`config.mk`:
```
export PLATFORM = sky130hd
export DESIGN_NAME = ppu_vram_access_ctrl
export DESIGN_NICKNAME = d
export VERILOG_FILES = /design/src/rtl/ppu_vram_pkg.sv /design/src/rtl/ppu_wr_fifo.sv /design/src/rtl/ppu_vram_access_ctrl.sv
export SDC_FILE = /design/constraint.sdc
export NUM_CORES = 1
export LEC_CHECK = 0
export ABC_AREA = 1
export BUFFER_PORTS_ARGS = -buffer_cell sky130_fd_sc_hd__buf_4
export CAP_MARGIN = 20
export CORE_UTILIZATION = 35
export CTS_CLUSTER_SIZE = 8
export DETAILED_ROUTE_END_ITERATION = 6
export PLACE_DENSITY_LB_ADDON = 0.3
export SETUP_SLACK_MARGIN = 0.1
export SLEW_MARGIN = 20
export SYNTH_ARGS = -nofsm -noshare
export SYNTH_HDL_FRONTEND = slang
export SYNTH_HIERARCHICAL = 1
export SYNTH_SLANG_ARGS = --single-unit
```
`constraint.sdc`:
```
create_clock -name clk -period 2.64 [get_ports clk]
set_input_delay 0.132 -clock clk [delete_from_list [all_inputs] [get_ports clk]]
set_output_delay 0.132 -clock clk [all_outputs]
set_load 0.01 [all_outputs]
```
`src/rtl/ppu_vram_pkg.sv`:
```
// Shared types and constants for the PPU VRAM access controller (PPUADDR/PPUDATA engine).
package ppu_vram_pkg;

  localparam int ADDR_W = 14;

  localparam logic [2:0] REG_PPUADDR = 3'd6;
  localparam logic [2:0] REG_PPUDATA = 3'd7;

  localparam logic [ADDR_W-1:0] INC_1  = 14'd1;
  localparam logic [ADDR_W-1:0] INC_32 = 14'd32;

  typedef enum logic [2:0] {
    IDLE,
    WAIT_GRANT,
    WR,
    RD,
    DONE
  } state_e;

  // The 14-bit sum wraps naturally at 0x3FFF.
  function automatic logic [ADDR_W-1:0] next_addr(input logic [ADDR_W-1:0] a, input logic inc32);
    return a + (inc32 ? INC_32 : INC_1);
  endfunction

endpackage

```
`src/rtl/ppu_wr_fifo.sv`:
```
// Write queue for PPUDATA writes: synchronous FIFO, async active-low reset, head visible combinationally.
module ppu_wr_fifo #(
  parameter int DEPTH = 4,
  parameter int WIDTH = 22
) (
  input  logic             clk,
  input  logic             rst_n,
  input  logic             push_i,
  input  logic [WIDTH-1:0] din_i,
  input  logic             pop_i,
  output logic [WIDTH-1:0] dout_o,
  output logic             full_o,
  output logic             empty_o
);

  localparam int AW = $clog2(DEPTH);

  logic [WIDTH-1:0] mem_q [DEPTH];
  logic [AW:0]      wr_ptr_q;
  logic [AW:0]      rd_ptr_q;

  // Extra pointer bit distinguishes full from empty when the indices match.
  assign empty_o = (wr_ptr_q == rd_ptr_q);
  assign full_o  = (wr_ptr_q[AW] != rd_ptr_q[AW]) && (wr_ptr_q[AW-1:0] == rd_ptr_q[AW-1:0]);
  assign dout_o  = mem_q[rd_ptr_q[AW-1:0]];

  always_ff @(posedge clk or negedge rst_n) begin
    if (!rst_n) begin
      wr_ptr_q <= '0;
      rd_ptr_q <= '0;
    end else begin
      if (push_i && !full_o) wr_ptr_q <= wr_ptr_q + 1'b1;
      if (pop_i && !empty_o) rd_ptr_q <= rd_ptr_q + 1'b1;
    end
  end

  always_ff @(posedge clk) begin
    if (push_i && !full_o) mem_q[wr_ptr_q[AW-1:0]] <= din_i;
  end

endmodule

```
`src/rtl/ppu_vram_access_ctrl.sv`:
```
// CPU-side PPUADDR/PPUDATA engine: address latch, increment, read buffer and PPU bus master.
// Define PPU_WR_QUEUE_EN to buffer PPUDATA writes in a WRQ_DEPTH-entry queue.
module ppu_vram_access_ctrl
  import ppu_vram_pkg::*;
#(
  parameter int RD_LATENCY = 2,
  parameter int WRQ_DEPTH  = 4
) (
  input  logic        clk,
  input  logic        rst_n,
  input  logic        reg_wr,
  input  logic        reg_rd,
  input  logic [2:0]  reg_sel,
  input  logic [7:0]  reg_din,
  output logic [7:0]  reg_dout,
  input  logic        inc32,
  input  logic        latch_clr,
  output logic        mem_req,
  input  logic        mem_grant,
  output logic [13:0] mem_addr,
  output logic        mem_wr_req,
  output logic [7:0]  mem_din,
  input  logic [7:0]  mem_dout,
  output logic        busy,
  output logic        ovr_err
);

  localparam logic [2:0] CNT_LAST = 3'(RD_LATENCY);

  state_e      state_q;
  logic [13:0] v_q, v_d;
  logic [5:0]  t_hi_q;
  logic        w_q;
  logic [7:0]  rbuf_q, reg_dout_q, cap_data_q, mem_din_q;
  logic        cap_rd_q, mem_req_q, mem_wr_req_q, ovr_q;
  logic [2:0]  cnt_q;
  logic [13:0] mem_addr_q;

  logic addr_wr, data_wr, data_rd;
  logic acc_wr, acc_rd, drop, v_inc;
  logic fifo_empty, fifo_start, start;
  logic [21:0] fifo_head;
  logic [13:0] start_addr;
  logic [7:0]  start_data;
  logic        start_rd;

  // A write always beats a simultaneous read; latch_clr suppresses a PPUADDR write entirely.
  assign addr_wr = reg_wr && (reg_sel == REG_PPUADDR) && !latch_clr;
  assign data_wr = reg_wr && (reg_sel == REG_PPUDATA);
  assign data_rd = !reg_wr && reg_rd && (reg_sel == REG_PPUDATA);

`ifdef PPU_WR_QUEUE_EN
  logic fifo_push, fifo_full;
  assign fifo_push  = data_wr && !fifo_full;
  assign acc_wr     = 1'b0;
  assign acc_rd     = data_rd && (state_q == IDLE) && fifo_empty;
  assign drop       = (data_wr && fifo_full) || (data_rd && !acc_rd);
  assign v_inc      = fifo_push || acc_rd;
  assign fifo_start = !fifo_empty && ((state_q == IDLE) || (state_q == DONE));

  // Head stays queued while in flight and is popped once its strobe has been issued.
  ppu_wr_fifo #(
    .DEPTH(WRQ_DEPTH),
    .WIDTH(22)
  ) u_wr_fifo (
    .clk    (clk),
    .rst_n  (rst_n),
    .push_i (fifo_push),
    .din_i  ({v_q, reg_din}),
    .pop_i  (state_q == WR),
    .dout_o (fifo_head),
    .full_o (fifo_full),
    .empty_o(fifo_empty)
  );
`else
  logic unused_wrq;
  assign unused_wrq = (WRQ_DEPTH > 0);
  assign acc_wr     = data_wr && (state_q == IDLE);
  assign acc_rd     = data_rd && (state_q == IDLE);
  assign drop       = (data_wr || data_rd) && (state_q != IDLE);
  assign v_inc      = acc_wr || acc_rd;
  assign fifo_empty = 1'b1;
  assign fifo_start = 1'b0;
  assign fifo_head  = '0;
`endif

  assign start = acc_wr || acc_rd || fifo_start;

  always_comb begin
    start_addr = v_q;
    start_data = reg_din;
    start_rd   = acc_rd;
    if (fifo_start) begin
      start_addr = fifo_head[21:8];
      start_data = fifo_head[7:0];
      start_rd   = 1'b0;
    end
  end

  always_comb begin
    v_d = v_q;
    if (v_inc)              v_d = next_addr(v_q, inc32);
    else if (addr_wr && w_q) v_d = {t_hi_q, reg_din};
  end

  always_ff @(posedge clk or negedge rst_n) begin
    if (!rst_n) begin
      state_q      <= IDLE;
      v_q          <= '0;
      t_hi_q       <= '0;
      w_q          <= 1'b0;
      rbuf_q       <= '0;
      reg_dout_q   <= '0;
      cap_data_q   <= '0;
      cap_rd_q     <= 1'b0;
      cnt_q        <= '0;
      mem_req_q    <= 1'b0;
      mem_addr_q   <= '0;
      mem_wr_req_q <= 1'b0;
      mem_din_q    <= '0;
      ovr_q        <= 1'b0;
    end else begin
      v_q <= v_d;
      if (latch_clr) begin
        w_q <= 1'b0;
      end else if (addr_wr) begin
        w_q <= !w_q;
        if (!w_q) t_hi_q <= reg_din[5:0];
      end
      if (drop)   ovr_q      <= 1'b1;
      if (acc_rd) reg_dout_q <= rbuf_q;

      case (state_q)
        IDLE, DONE: begin
          if (start) begin
            state_q    <= WAIT_GRANT;
            mem_req_q  <= 1'b1;
            mem_addr_q <= start_addr;
            cap_data_q <= start_data;
            cap_rd_q   <= start_rd;
          end else begin
            state_q <= IDLE;
          end
        end
        WAIT_GRANT: begin
          if (mem_grant) begin
            cnt_q <= '0;
            if (cap_rd_q) begin
              state_q <= RD;
            end else begin
              state_q      <= WR;
              mem_wr_req_q <= 1'b1;
              mem_din_q    <= cap_data_q;
            end
          end
        end
        WR: begin
          mem_wr_req_q <= 1'b0;
          mem_req_q    <= 1'b0;
          state_q      <= DONE;
        end
        RD: begin
          // Losing the grant mid-read restarts the whole latency window.
          if (!mem_grant) begin
            state_q <= WAIT_GRANT;
            cnt_q   <= '0;
          end else if (cnt_q == CNT_LAST) begin
            rbuf_q    <= mem_dout;
            mem_req_q <= 1'b0;
            state_q   <= DONE;
          end else begin
            cnt_q <= cnt_q + 3'd1;
          end
        end
        default: state_q <= IDLE;
      endcase
    end
  end

  assign reg_dout   = reg_dout_q;
  assign mem_req    = mem_req_q;
  assign mem_addr   = mem_addr_q;
  assign mem_wr_req = mem_wr_req_q;
  assign mem_din    = mem_din_q;
  assign ovr_err    = ovr_q;
  assign busy       = (state_q != IDLE) || !fifo_empty;

endmodule

```
==> flow_metrics.py <==
metrics = {
    "logic_synthesis": {
        "synth_nets": 434,
        "syn_inst": 403,
        "synth_area_leaders": "dfrtp_1 (55%), nand2_1 (11%), o21ai_0 (6.8%), inv_1 (5.2%), nor2_1 (4.2%)",
        "async_flop_share": 1.00,
        "yosysMostFrequentCell": "nand2_1",
        "synth_top_area_frac": 0.549,
        "synth_top_area_cell": "dfrtp_1",
        "synthFlopType": "dfrtp_1",
        "synth_cell_types": 31,
        "ys.warnings.count": 6,
        "ys_top_cells_by_count": "nand2_1 (106), dfrtp_1 (77), inv_1 (49), o21ai_0 (48), nor2_1 (39)",
        "synth_enable_flop_cells": 0,
        "ys_seq_area_frac": 0.549,
        "synth-seq-cells": 77,
        "syn-cell-area_um2": 3510,
        "syn_avg_cell_area_um2": 8.71,
    },
    "sta": {
        "period_share": 0.733,
        "fin_tns_setup_ps": 0,
        "maxSlewViolCount": 0,
        "slew_headroom": 0.360,
        "period_minus_slack_ps": 1940,
        "hold_viol_final": 0,
        "max_slew.worst_pin.slew_ps": 959,
        "setup_viol": 0,
        "finalClockSkew_ps": 9.15,
        "max_freq_mhz": 517,
        "rsz0062_at_grt": "no",
    },
    "cells_and_area": {
        "drive_gt1_frac": 0.207,
        "fill_cells": 1001,
        "fin_nets": 495,
        "antenna_cells": 0,
        "fin_util": 0.441,
        "area_delta_synth_final_pct": 22.3,
        "finalNonFillerCells": 602,
    },
    "route": {
        "drt_iter0_markers": 130,
        "ant_nets": 0,
        "wl_per_cell_um": 12.9,
        "dr.pass1.iters": 4,
        "vias": 2785,
        "drt_wl_total_um": 7770,
        "viasPerCell": 4.63,
        "drc": 0,
    },
    "placed_design": {
        "gp_congestion": 0.875,
        "port_buffers": 59,
        "dp_cells": 585,
        "hpwlAfterDp_um": 5560,
    },
    "power": {
        "pwr-share-comb": 0.324,
        "p_total_uw": 4330,
        "power_density_nw_per_um2": 1010,
        "switchingPower_uw": 1490,
        "ir_drop_v": 0.000412,
        "seq_power_share": 0.442,
        "power_frac_clock": 0.234,
        "switching_share": 0.343,
        "p_leak_uw": 0.00222,
        "p_int_uw": 2850,
    },
    "global_routing": {
        "groute.usage.overall": 0.164,
        "antenna_found_initial": 0,
        "grt.overflow.total": 0,
        "grt_pass1_wl_um": 13100,
        "grt_max_degree": 78,
        "grt_pass1_vias": 2740,
    },
    "clock_tree": {
        "cts.sinks": 77,
        "h-tree-depth": 3,
        "post_cts_buffers": 0,
        "clockBufferDepth": 2,
        "path_clk_slew_ps": 80,
        "numCtsBuffers": 9,
        "cts_tree": "done",
        "worstSkewPairLatency_ps": 350,
        "root_buffer": "clkbuf_8",
    },
    "floorplanning": {
        "die_area_um2": 10400,
        "core_um2": 9730,
        "num_io_pins": 60,
        "die-width_um": 102,
        "start_util": 0.361,
        "rows": 36,
        "die_h_um": 102,
    },
    "critical_path": {
        "cp.arrival_ps": 2170,
        "crit_required_ps": 2870,
        "cp_max_fo": 30,
        "crit_path_end_kind": "flop",
        "crit_type": "reg2reg",
        "start_kind": "flop",
    },
    "min_path": {
        "min_path_type": "in2reg",
    },
    "run": {
        "drv_cap": 0,
    },
    "outcome": {
        "status": "finished, final reports clean",
    },
}
-- final timing paths --
kind,cells after the start,from,end,slack [ps]
worst max register to register,8,state_q[0],start_addr[4],700
worst max-delay path,8,state_q[0],start_addr[4],700
worst min register to register,1,ovr_err,ovr_err,480
max in group asynchronous,2,rst_n,start_addr[4],1550
min in group asynchronous,2,rst_n,cnt_q[2],470
worst min-delay path,3,mem_dout[5],rbuf_q[5],30
-- critical path: stages, from the launching register on --
cell	delay [ps]
dfrtp_1	440
inv_2	80
nand3_2	110
inv_2	50
nand2_2	400
buf_4	390
o21ai_0	160
o21ai_1	100
o21ai_0	90
-- layout by cell type, fill, tap and decap left out, types with 8 or more instances in the layout --
| cell | instances |
|---|---|
| nand2_1 | 106 |
| mux2_2 | 8 |
| a21oi_1 | 13 |
| o21ai_0 | 48 |
| nand3_1 | 14 |
| clkbuf_8 | 10 |
| dfrtp_1 | 77 |
| buf_4 | 60 |
| inv_1 | 49 |
| nor2_1 | 39 |
-- sequential cells by signal, indices dropped and copies added, names as in the netlist, 3 cells and up --
signal and cells:
start_addr 14, rbuf_q 8, state_q 3, cap_data_q 8, reg_dout 8, t_hi_q 6
mem_addr 14, cnt_q 3, mem_din 8
-- repair_timing --
action / 4_1_cts / 5_1_grt
hold buffers: 1 / 0
endpoints found under the hold margin: 77 / 0
resized for setup: 0 / 0
-- cell families (layout without fill, tap and decap cells) --
family          Yosys count  after routing  synth area share
xor+xnor                  5              5            0.0125
compound gates           72             72             0.108
simple gates            173            173             0.210
mux                       8              8            0.0257
fa+ha+maj                 5              5            0.0178
buf+inv                  63            129            0.0774
flops                    77             77             0.549
-- final cells by class --
cell class | instances | area, um2 | area share
Sequential cell | 77 | 1930 | 0.449
Tap cell | 133 | 166 | 0.0388
Inverter | 52 | 198 | 0.0461
Clock inverter | 6 | 92.6 | 0.0216
Clock buffer | 10 | 138 | 0.0321
Multi-Input combinational cell | 263 | 1310 | 0.305
Timing Repair Buffer | 61 | 460 | 0.107
-- metal layers --
layer | vias to the layer above | track usage | wire, um
li1 | 1404 | - | -
met1 | 1302 | 0.206 | 3500
met2 | 72 | 0.279 | 3740
met3 | 7 | 0.0438 | 445
met4 | 0 | 0.0462 | 79
met5 | - | 0 | 0
-- power groups by stage --
stage	Sequential, uW	Clock (uW)	Combinational [uW]
floorplan	1990	0	719
global placement	1930	0	1380
detailed placement	1950	0	1420
CTS	1930	1050	1430
global route	1980	1090	1590
finish	1920	1010	1400
-- per-stage QoR --
step           hold slack [ps]  instance area (um2)  setup WS [ps]
4_1_cts                   21.8                 4290            724
5_1_grt                   51.5                 4290            544
2_1_floorplan             -164                 3510           1230
3_5_place_dp               353                 4050            728
3_3_place_gp               348                 4050            807
6_report                  31.5                 4290            705
Power figures use the tool's default switching activity.
